--- config.mk ---
export PLATFORM = sky130hd
export DESIGN_NAME = array_walk_engine
export DESIGN_NICKNAME = d
export VERILOG_FILES = /design/src/rtl/array_walk_pkg.sv /design/src/rtl/array_walk_ctrl.sv /design/src/rtl/array_walk_engine.sv
export SDC_FILE = /design/constraint.sdc
export NUM_CORES = 1
export LEC_CHECK = 0
export ABC_AREA = 1
export CAP_MARGIN = 20
export CORE_MARGIN = 2
export CORE_UTILIZATION = 50
export CTS_CLUSTER_SIZE = 10
export DETAILED_ROUTE_END_ITERATION = 8
export GPL_TIMING_DRIVEN = 1
export PLACE_DENSITY = 0.75
export SETUP_SLACK_MARGIN = 0.02
export SYNTH_ARGS = -nofsm -noshare
export SYNTH_HDL_FRONTEND = slang
export SYNTH_HIERARCHICAL = 1
export SYNTH_SLANG_ARGS = --single-unit
--- constraint.sdc ---
create_clock -name clk_i -period 3.1 [get_ports clk_i]
set_input_delay 0.93 -clock clk_i [delete_from_list [all_inputs] [get_ports clk_i]]
set_output_delay 0.93 -clock clk_i [all_outputs]
set_load 0.1 [all_outputs]
--- src/rtl/array_walk_pkg.sv ---
// Shared state encoding, walk modes and window helpers for the array walk engine.
package array_walk_pkg;

    typedef logic [1:0] state_t;

    localparam state_t ST_IDLE = 2'd0;
    localparam state_t ST_RUN  = 2'd1;
    localparam state_t ST_DONE = 2'd2;

    localparam logic MODE_FILL  = 1'b0;
    localparam logic MODE_SHIFT = 1'b1;

    // Last index actually walked: hi clamped to the top of the array.
    function automatic int unsigned win_end(int unsigned hi, int unsigned depth);
        return (hi > depth - 1) ? depth - 1 : hi;
    endfunction

    function automatic logic win_empty(int unsigned lo, int unsigned hi, int unsigned depth);
        return (lo >= depth) || (lo > win_end(hi, depth));
    endfunction

    function automatic logic idx_ok(int unsigned idx, int unsigned depth);
        return idx < depth;
    endfunction

endpackage

--- src/rtl/array_walk_ctrl.sv ---
// Walker FSM: accepts commands, steps the index one element per clock and counts writes.
module array_walk_ctrl
    import array_walk_pkg::*;
#(
    parameter int DEPTH = 4,
    parameter int IW    = $clog2(DEPTH)
) (
    input  logic          clk_i,
    input  logic          rst_i,
    input  logic          start_i,
    input  logic          mode_i,
    input  logic [IW-1:0] lo_i,
    input  logic [IW-1:0] hi_i,
    output logic          busy_o,
    output logic          done_o,
    output logic          accept_o,
    output logic          we_o,
    output logic          mode_o,
    output logic [IW-1:0] widx_o,
    output logic [IW:0]   wr_count_o,
    output state_t        state_o
);

    state_t      state_q, state_d;
    logic [IW:0] idx_q, idx_d;
    logic [IW:0] end_q, end_d;
    logic [IW:0] cnt_q, cnt_d;
    logic        mode_q, mode_d;
    logic [IW:0] lo_w, end_w;
    logic        empty_w;

    // Index arithmetic is one bit wider than the array index so stepping never wraps.
    assign lo_w    = {1'b0, lo_i};
    assign end_w   = (IW+1)'(win_end(32'(hi_i), DEPTH));
    assign empty_w = win_empty(32'(lo_i), 32'(hi_i), DEPTH);

    always_comb begin
        state_d = state_q;
        idx_d   = idx_q;
        end_d   = end_q;
        cnt_d   = cnt_q;
        mode_d  = mode_q;
        case (state_q)
            ST_IDLE: begin
                if (start_i) begin
                    mode_d = mode_i;
                    cnt_d  = '0;
                    if (empty_w) begin
                        state_d = ST_DONE;
                    end else begin
                        state_d = ST_RUN;
                        idx_d   = (mode_i == MODE_SHIFT) ? end_w : lo_w;
                        end_d   = (mode_i == MODE_SHIFT) ? lo_w : end_w;
                    end
                end
            end
            ST_RUN: begin
                cnt_d = cnt_q + 1'b1;
                if (idx_q == end_q) begin
                    state_d = ST_DONE;
                end else if (mode_q == MODE_SHIFT) begin
                    idx_d = idx_q - 1'b1;
                end else begin
                    idx_d = idx_q + 1'b1;
                end
            end
            ST_DONE: state_d = ST_IDLE;
            default: state_d = ST_IDLE;
        endcase
    end

    always_ff @(posedge clk_i or posedge rst_i) begin
        if (rst_i) begin
            state_q <= ST_IDLE;
            idx_q   <= '0;
            end_q   <= '0;
            cnt_q   <= '0;
            mode_q  <= MODE_FILL;
        end else begin
            state_q <= state_d;
            idx_q   <= idx_d;
            end_q   <= end_d;
            cnt_q   <= cnt_d;
            mode_q  <= mode_d;
        end
    end

    assign busy_o     = (state_q != ST_IDLE);
    assign done_o     = (state_q == ST_DONE);
    assign accept_o   = (state_q == ST_IDLE) && start_i;
    assign we_o       = (state_q == ST_RUN);
    assign mode_o     = mode_q;
    assign widx_o     = idx_q[IW-1:0];
    assign wr_count_o = cnt_q;
    assign state_o    = state_q;

endmodule

--- src/rtl/array_walk_engine.sv ---
// Register array with host read/write port and a sequential FILL/SHIFT walker.
module array_walk_engine
    import array_walk_pkg::*;
#(
    parameter  int WIDTH = 4,
    parameter  int DEPTH = 4,
    localparam int IW    = $clog2(DEPTH)
) (
    input  logic             clk_i,
    input  logic             rst_i,
    input  logic             wr_en_i,
    input  logic [IW-1:0]    wr_idx_i,
    input  logic [WIDTH-1:0] wr_data_i,
    input  logic [IW-1:0]    rd_idx_i,
    output logic [WIDTH-1:0] rd_data_o,
    input  logic             start_i,
    input  logic             mode_i,
    input  logic [IW-1:0]    lo_i,
    input  logic [IW-1:0]    hi_i,
    input  logic [IW-1:0]    src_i,
    output logic             busy_o,
    output logic             done_o,
    output logic [IW:0]      wr_count_o
);

    logic [WIDTH-1:0] mem_q [DEPTH];
    logic [WIDTH-1:0] snap_q, snap_d;
    logic [WIDTH-1:0] rd_data_q;
    logic [WIDTH-1:0] walk_data;
    logic             host_we, walk_we, accept, walk_mode;
    logic [IW-1:0]    widx, widx_prev;
    state_t           state;

    array_walk_ctrl #(
        .DEPTH (DEPTH),
        .IW    (IW)
    ) u_ctrl (
        .clk_i      (clk_i),
        .rst_i      (rst_i),
        .start_i    (start_i),
        .mode_i     (mode_i),
        .lo_i       (lo_i),
        .hi_i       (hi_i),
        .busy_o     (busy_o),
        .done_o     (done_o),
        .accept_o   (accept),
        .we_o       (walk_we),
        .mode_o     (walk_mode),
        .widx_o     (widx),
        .wr_count_o (wr_count_o),
        .state_o    (state)
    );

    assign host_we = (state == ST_IDLE) && wr_en_i && idx_ok(32'(wr_idx_i), DEPTH);

    // A host write landing on src in the accept cycle must be seen by the snapshot.
    always_comb begin
        snap_d = '0;
        if (host_we && (wr_idx_i == src_i)) begin
            snap_d = wr_data_i;
        end else if (idx_ok(32'(src_i), DEPTH)) begin
            snap_d = mem_q[src_i];
        end
    end

    assign widx_prev = widx - 1'b1;

    always_comb begin
        walk_data = snap_q;
        if (walk_mode == MODE_SHIFT) begin
            walk_data = (widx == '0) ? '0 : mem_q[widx_prev];
        end
    end

    // Storage is deliberately not reset; walker and host writes are mutually exclusive by state.
    always_ff @(posedge clk_i) begin
        if (walk_we) begin
            mem_q[widx] <= walk_data;
        end else if (host_we) begin
            mem_q[wr_idx_i] <= wr_data_i;
        end
    end

    always_ff @(posedge clk_i or posedge rst_i) begin
        if (rst_i) begin
            snap_q    <= '0;
            rd_data_q <= '0;
        end else begin
            if (accept) begin
                snap_q <= snap_d;
            end
            rd_data_q <= idx_ok(32'(rd_idx_i), DEPTH) ? mem_q[rd_idx_i] : '0;
        end
    end

    assign rd_data_o = rd_data_q;

endmodule

After elaboration in Yosys (flattened, before gate mapping)
Memory sizes are Yosys's and may differ from the RTL's. A register that Yosys moved wholly into a read port is not among the register bits.
Index checks and enable logic that the tools add are counted.
- muxes and demuxes: 23
- reduce and logical (&&, ||, !) cells: 12
- bitwise operators: 1
- add/subtract/negate cells: 4
- order comparisons: 1
- eq/ne operators: 7
- operator list (operator ; count):
    3-bit 2-to-1 mux ; 5
    2-bit 2-to-1 mux ; 6
    4-bit 2-to-1 mux ; 3
    3-bit one-hot mux with 2 select lines ; 2
    2-bit != test (second input constant) ; 4
    3-bit by 1-bit adder with 3-bit output (second input constant) ; 2
    1-bit 2-to-1 mux ; 6
    2-bit AND reduction ; 3
    2-bit logical NOT ; 2
    2-bit one-hot mux with 2 select lines ; 1
    4-bit AND reduction ; 1
    2-bit nonzero test ; 2
    4-bit OR reduction ; 1
    3-bit == test ; 1
    3-bit AND reduction ; 1
    3-bit by 1-bit subtractor with 3-bit output (second input constant) ; 1
    2-bit by 1-bit == test with 1-bit output (second input constant) ; 1
    2-bit == test (second input constant) ; 1
    2-bit greater-than comparator ; 1
    1-bit logical AND ; 2
    2-bit by 1-bit subtractor with 2-bit output (second input constant) ; 1
    1-bit NOT ; 1
- bits of input ports: 19
- output and inout bits: 9
- bits in writable memories: 16
- memories kept: 1
- flip-flop bits (word level): 12
- logic and storage cells: 54
- memory list (memory ; depth ; bits a word ; read ports ; clocked after Yosys merged registers in ; wr ports ; RTL line ; source):
    mem_q ; 4 ; 4 ; 3 ; 2 ; 1 ; array_walk_engine.sv:26 ; logic [WIDTH-1:0] mem_q [DEPTH];

Longest topological paths before layout
Gate-level depths: netlist (run 1).
- depth after elaboration: 7
- mapped depth: 9
- mapped depth without buffers: 9

By module
Netlist (run 1), hierarchy kept.
- by module, submodules not included (module ; area each (um^2) ; cells an instance ; instances):
    array_walk_engine ; 1482.7 ; 202 ; 1
    array_walk_ctrl ; 742.0 ; 89 ; 1

Least setup slack after synthesis (run 1)
Ideal clock, no wire load.
- path kind: reg2out
- from: register u_ctrl.state_q[1] (netlist: u_ctrl/state_o[1])
- to: output done_o
- slack: 0.452 ns
- arrival: 1.718 ns
- buffers on the path: 0
- data required time: 2.170 ns
- cell stages (with the launch flop): 3
- cell sequence: dfrtp_1 > inv_2 > nor2_1
- cells in the longest elaborated chain, start to end: 1
- RTL lines (item ; RTL line ; source):
    start: declaration ; array_walk_ctrl.sv:24 ; state_t state_q, state_d;
    start signal: assignment ; array_walk_ctrl.sv:80 ; state_q <= state_d;
    2-bit == test ; array_walk_ctrl.sv:89 ; assign done_o = (state_q == ST_DONE);
    end: declaration ; array_walk_engine.sv:22 ; output logic done_o,
No other way between the ends.

Worst setup path after layout (run 1)
- from: input wr_en_i
- to: memory mem_q[2][1], enable pin
- cells in the longest elaborated chain, start to end: 6
- elaborated cells between the ends (all ways): 7
- classes of those cells: mux: 5; reduce/logical: 2
- RTL lines (item ; RTL line ; source):
    start: declaration ; array_walk_engine.sv:11 ; input logic wr_en_i,
    1-bit logical AND * ; array_walk_engine.sv:54 ; assign host_we = (state == ST_IDLE) && wr_en_i && idx_ok(32'(wr_idx_i), DEPTH);
    1-bit 2-to-1 mux * ; array_walk_engine.sv:79 ; end else if (host_we) begin
    1-bit 2-to-1 mux * ; array_walk_engine.sv:77 ; if (walk_we) begin
    1-bit 2-to-1 mux (not written as such) * ; array_walk_engine.sv:80 ; mem_q[wr_idx_i] <= wr_data_i;
    4-bit OR reduction (no source line) ; - ;
    2-bit 2-to-1 mux (no source line) / 1-bit 2-to-1 mux (equally long branches) ; - ;
    end: declaration ; array_walk_engine.sv:26 ;
Mark *: on every way between the ends. The rest lies on a longest branch, timed or not.

==> results of run 1 <==
-- worst min path at each step --
stage,slack [ns],depth (start not counted),end
global route,0.53,1,u_ctrl/wr_count_o[2]
finish,0.48,1,u_ctrl/wr_count_o[2]
global placement,0.47,1,u_ctrl/wr_count_o[2]
CTS,0.48,1,u_ctrl/wr_count_o[2]
detailed placement,0.46,1,u_ctrl/wr_count_o[2]
floorplan,0.45,2,snap_q[0]
-- kinds of logic (layout without fill, tap and decap cells) --
kind of cell / after synthesis / in the layout / share of synthesized area
flip-flops: 35 / 35 / 0.430
buffers and inverters: 45 / 74 / 0.0894
AO/OA/AOI/OAI: 32 / 32 / 0.0838
AND/OR/NAND/NOR: 171 / 171 / 0.345
multiplexers: 1 / 1 / 0.00450
adder cells (fa/ha/maj): 5 / 5 / 0.0315
XOR/XNOR: 2 / 2 / 0.0163
-- area by class of cell --
cell class | instances | area (µm²) | area share
inverter | 38 | 150 | 0.0576
timing repair buffer | 28 | 255 | 0.0978
clock buffer | 5 | 68.8 | 0.0264
tap | 52 | 65.1 | 0.0249
clock inverter | 3 | 43.8 | 0.0168
sequential | 35 | 956 | 0.366
multi-input combinational | 211 | 1070 | 0.410
-- flip-flops by register name (all words and copies together), names as in the netlist --
name / flops
mem_q: 16
u_ctrl/idx_q: 3
snap_q: 4
u_ctrl/state_o: 2
u_ctrl/end_q: 2
u_ctrl/wr_count_o: 3
rd_data_o: 4
u_ctrl/mode_o: 1
-- power groups by stage --
| stage | sequential (mW) | combinational (mW) | clock, mW |
|---|---|---|---|
| global route | 0.969 | 1.76 | 0.439 |
| CTS | 0.942 | 1.58 | 0.415 |
| floorplan | 1.13 | 1.03 | 0 |
| detailed placement | 0.949 | 1.57 | 0 |
| global placement | 0.950 | 1.55 | 0 |
| finish | 0.949 | 1.59 | 0.411 |
-- per-stage QoR --
stage	cell area (µm²)	utilization	setup WS [ns]
6_report	2610	0.603	0.808
4_1_cts	2610	0.603	0.826
3_3_place_gp	2500	0.577	0.564
3_5_place_dp	2500	0.577	0.515
2_1_floorplan	2220	-	0.452
5_1_grt	2610	0.603	0.699
-- routing by layer --
metal / global-route usage / part of all wire / vias up
met5: 0 / 0 / -
met2: 0.310 / 0.43 / 84
li1: - / - / 972
met3: 0.0456 / 0.076 / 5
met1: 0.316 / 0.49 / 883
met4: 0.0629 / 0.011 / 0
-- cells in the mapped netlist, types with 2 or more instances --
cell type  number
a21oi_1         6
o22ai_1         5
nand2_4         3
nand2_1       101
nor2_4          2
nor2_2          3
nand2_2         5
ha_1            4
edfxtp_1       16
nand3_2         2
inv_2           9
buf_2           3
o21ai_1         4
o21ai_0        12
nor2_1         33
inv_1          27
buf_4           3
nand3_1        20
dfrtp_1        19
==> impl_metrics.yaml, run 1 <==
synth:
  synthTopCellsByArea: "edfxtp_1, dfrtp_1, nand2_1"
  yosysSeqAreaShare: 0.430
  netlist_area_um2: 2220
  synth_top_area_frac: 0.216
  async_flop_share: 0.543
  synth_flop_cell: "dfrtp_1"
  ys_ff_latch: 35
  avgSynthCellArea_um2: 7.64
  synth_top_cell_by_area: "edfxtp_1"
  synth-edff-count: 16
  syn-instance-count: 291
  ys_warn_count: 6
  syn-num-nets: 315
  synth.distinct_cells: 33
global_route:
  overflow: 0
  grt_max_degree: 19
  antenna_found_initial: 0
  grt_pass1_wl_mm: 8.18
  grt_pass1_vias: 1768
  track_usage: 0.211
clock_tree:
  clock_latency_ns: 0.29
  clock_sinks: 35
  cts_tree: "yes"
  root_buffer: "clkbuf_8"
  cts_buffers: 5
  cts_resized: 0
  post_cts_buffers: 0
  clock_path_buffers: 2
  clkTransAtPathRegs_ns: 0.07
  hold_buffers: 0
  htreeDepth: 2
status:
  outcome: "finished, final reports clean"
critical_path:
  critPathMostFrequentCell: "nand2_1"
  path_cells: "clkdlybuf4s50_1, nand2_1, nor2_2, nand2_2, nand2_1, nand3_1, nor2_1"
  crit_type: "input port to flip-flop"
  rrSetupSlack_ns: 1.21
  crit_fanout: 9
  startpoint: "wr_en_i"
  critPathBufInv: 1
  reg2reg_depth: 8
  cp_num_cells: 7
  required_ns: 3.06
  timing.rr.end: "mem_q[1][3]"
  path_delay_family: "simple AND/OR/NAND/NOR gates"
  crit_end: "mem_q[2][1]"
  slowest_delay_ns: 0.49
  crit_path_start_kind: "input port"
  slowest_stage: "clkdlybuf4s50_1"
  cp.arrival_ns: 2.25
  endpoint_kind: "flip-flop"
  r2r-start: "u_ctrl/idx_q[0]"
pwr:
  irDropWorstVdd_v: 0.000735
  combPwrFrac: 0.538
  clkPwrFrac: 0.140
  switchingPower_mw: 1.48
  power.total_mw: 2.95
  p_leak_nw: 1.28
  pwr-share-seq: 0.322
  swShare: 0.501
  p_per_area_nw_per_um2: 1130
  internal_power_mw: 1.47
timing:
  drv_slew: 0
  worstMarginPinSlew_ns: 0.495
  post-route-min-period_ns: 2.29
  whs_ns: 0.477
  clock_skew_ns: 0.00751
  max-slew-margin-rel: 0.669
  hold_viol_final: 0
  finalSetupTns_ns: 0
  timing.final.crit_share: 0.739
  fmax_mhz: 436
  rsz0062_at_grt: "false"
  setup_viol_count_final: 0
final_layout:
  diodes: 0
  fin_nets: 343
  nFillCells: 410
  mostFrequentLayoutCells: "nand2_1, nor2_1, inv_1"
  areaGrowthSynthToFinish_pct: 17.3
  drive_gt1_frac: 0.156
  final_cells: 372
  layout_commonest_cell: "nand2_1"
floorplanning:
  fp.dieH_um: 70.7
  io_pins: 28
  start_util: 0.514
  die_x_um: 70.7
  rows: 24
  core_um2: 4320
  dieArea_um2: 5000
routing:
  drt_first_pass_iters: 5
  drt_iter0_drc: 227
  routed-via-count: 1944
  wl_mm: 4.86
  vias_per_cell: 5.23
  ant_nets: 0
  wl_per_cell_um: 13.1
  drc: 0
min_path:
  min-delay-start: "u_ctrl/wr_count_o[2]"
  hp-class: "flip-flop to flip-flop"
place:
  gp_congestion: 0.910
  dp_cells: 364
  io_buffers: 27
  dp_hpwl_mm: 3.73
run:
  maxCapViolations: 0
No activity file was read; power rests on OpenSTA's default activity.
==> run 2: changes to the inputs <==
==> constraint.sdc (replaced) <==
create_clock -name clk_i -period 2.2 [get_ports clk_i]
set_input_delay 0.66 -clock clk_i [delete_from_list [all_inputs] [get_ports clk_i]]
set_output_delay 0.66 -clock clk_i [all_outputs]
set_load 0.1 [all_outputs]
==> run 2 against run 1 <==
Against the previous run: final cell count up 2.4%; final area up 5.1%; largest power group unchanged; global-route usage up 0.16 points; count of clock-buffer cells in the layout unchanged; core utilization up 3.1 points; via count up 1.3%; first-iteration DRC count up 0.44%; die area unchanged; flip-flop and latch count unchanged.
==> impl_metrics.yaml, run 2 (synthesized netlist as in run 1, its figures left out) <==
status:
  outcome: "finished, final reports clean"
global_route:
  gr-usage-met3: 0.0456
  use_met2: 0.307
  antenna_found_initial: 0
  grt_busiest_layer: "met1"
  grt_max_degree: 18
  track_usage: 0.213
  grt_pass1_wl_mm: 8.28
  use_met1: 0.324
  overflow: 0
  grt_pass1_vias: 1786
floorplanning:
  core_um2: 4320
  die_x_um: 70.7
  dieArea_um2: 5000
  io_pins: 28
  rows: 24
  start_util: 0.514
  fp.dieH_um: 70.7
timing:
  setup_viol_count_final: 0
  max-slew-margin-rel: 0.712
  timing.final.crit_share: 0.859
  drv_slew: 0
  clock_skew_ns: 0.0122
  post-route-min-period_ns: 1.89
  worstMarginPinSlew_ns: 0.432
  finalSetupTns_ns: 0
  fmax_mhz: 529
  hold_viol_final: 0
  rsz0062_at_grt: "false"
run:
  maxCapViolations: 0
routing:
  ant_nets: 0
  drt_first_pass_iters: 4
  drc: 0
  drt_iter0_drc: 228
  routed-via-count: 1969
  vias_per_cell: 5.17
  wl_per_cell_um: 13.0
  wl_mm: 4.95
clock_tree:
  clock_latency_ns: 0.29
  cts_buffers: 5
  htreeDepth: 2
  clkTransAtPathRegs_ns: 0.07
  cts_tree: "yes"
  clock_path_buffers: 2
  hold_buffers: 0
  post_cts_buffers: 0
  root_buffer: "clkbuf_8"
  cts_resized: 0
  clock_sinks: 35
place:
  io_buffers: 27
  dp_hpwl_mm: 3.83
  gp_congestion: 0.887
final_layout:
  drive_gt1_frac: 0.182
  areaGrowthSynthToFinish_pct: 23.2
  register_area_um2: 956
  diodes: 0
  fin_nets: 352
  nFillCells: 387
  fin_util: 0.634
  largest_register_ffs: 16
  mostFrequentLayoutCells: "nand2_1, nor2_1, inv_1"
  largest_register: "mem_q"
  layout_commonest_cell: "nand2_1"
  multi_input_area_um2: 1070
pwr:
  p_leak_nw: 1.35
  p_per_area_nw_per_um2: 1610
  irDropWorstVdd_v: 0.00129
  power.total_mw: 4.42
min_path:
  hp-class: "flip-flop to flip-flop"
critical_path:
  required_ns: 2.16
  critPathMostFrequentCell: "nand2_1"
  crit_fanout: 4
  endpoint_kind: "flip-flop"
  path_delay_family: "simple AND/OR/NAND/NOR gates"
  crit_type: "input port to flip-flop"
  crit_path_start_kind: "input port"
  critPathBufInv: 1
  cp.arrival_ns: 1.85
  slowest_delay_ns: 0.49
  path_cells: "clkdlybuf4s50_1, nand2_2, nor2_4, nand2_1, nand2_1, nand2_1, nor2_1"
  slowest_stage: "clkdlybuf4s50_1"
## run 2: cell count changes in the layout (fill, tap and decap cells not counted)
cell / before / now
buf_12: 0 / 5
buf_4: 10 / 14
nor2_1: 33 / 32
nor2_2: 3 / 4
## run 2: worst paths after layout
| path | start | end | slack (ns) | depth (start not counted) |
|---|---|---|---|---|
| max | wr_en_i | mem_q[1][0] | 0.31 | 7 |
| min | snap_q[2] | snap_q[2] | 0.49 | 2 |
| max reg2reg | u_ctrl/state_o[1] | mem_q[1][0] | 0.41 | 8 |
| min reg2reg | snap_q[2] | snap_q[2] | 0.49 | 2 |
| max in group asynchronous | rst_i | u_ctrl/idx_q[1] | 1.20 | 2 |
| min in group asynchronous | rst_i | rd_data_o[1] | 0.63 | 2 |
## run 2: worst min-delay path: cells and delay by family, from the launching register on
kind          cells  cell delay (ns)
simple gates      2             0.11
flops             1             0.35
## run 2: metal layers
metal  part of all wire  up-vias  routed length [µm]
li1                   -      996                   -
met1               0.48      892                2370
met2               0.43       75                2130
met3              0.080        6                 394
met4             0.0099        0                  49
met5                  0        -                   0
## run 2: layout make-up
type | count | share of cell area
clock inverter | 3 | 0.0160
sequential | 35 | 0.349
multi-input combinational | 211 | 0.391
inverter | 38 | 0.0548
timing repair buffer | 37 | 0.141
clock buffer | 5 | 0.0251
tap | 52 | 0.0237
## run 2: per-stage QoR
step	instances	instance area [µm²]	setup WS, ns	hold slack (ns)
2_1_floorplan	291	2230	0.289	0.449
5_1_grt	381	2740	0.187	0.523
4_1_cts	381	2740	0.303	0.492
3_5_place_dp	373	2630	-0.00434	0.474
3_3_place_gp	373	2630	0.0438	0.475
6_report	381	2740	0.310	0.491
## run 2: report_power, final
| part | leakage [nW] | internal (mW) | switching [mW] | total, mW |
|---|---|---|---|---|
| registers | 0.383 | 1.08 | 0.267 | 1.35 |
| clock network | 0.0581 | 0.337 | 0.245 | 0.582 |
| logic | 0.905 | 0.869 | 1.61 | 2.48 |
| total | 1.35 | 2.29 | 2.13 | 4.42 |
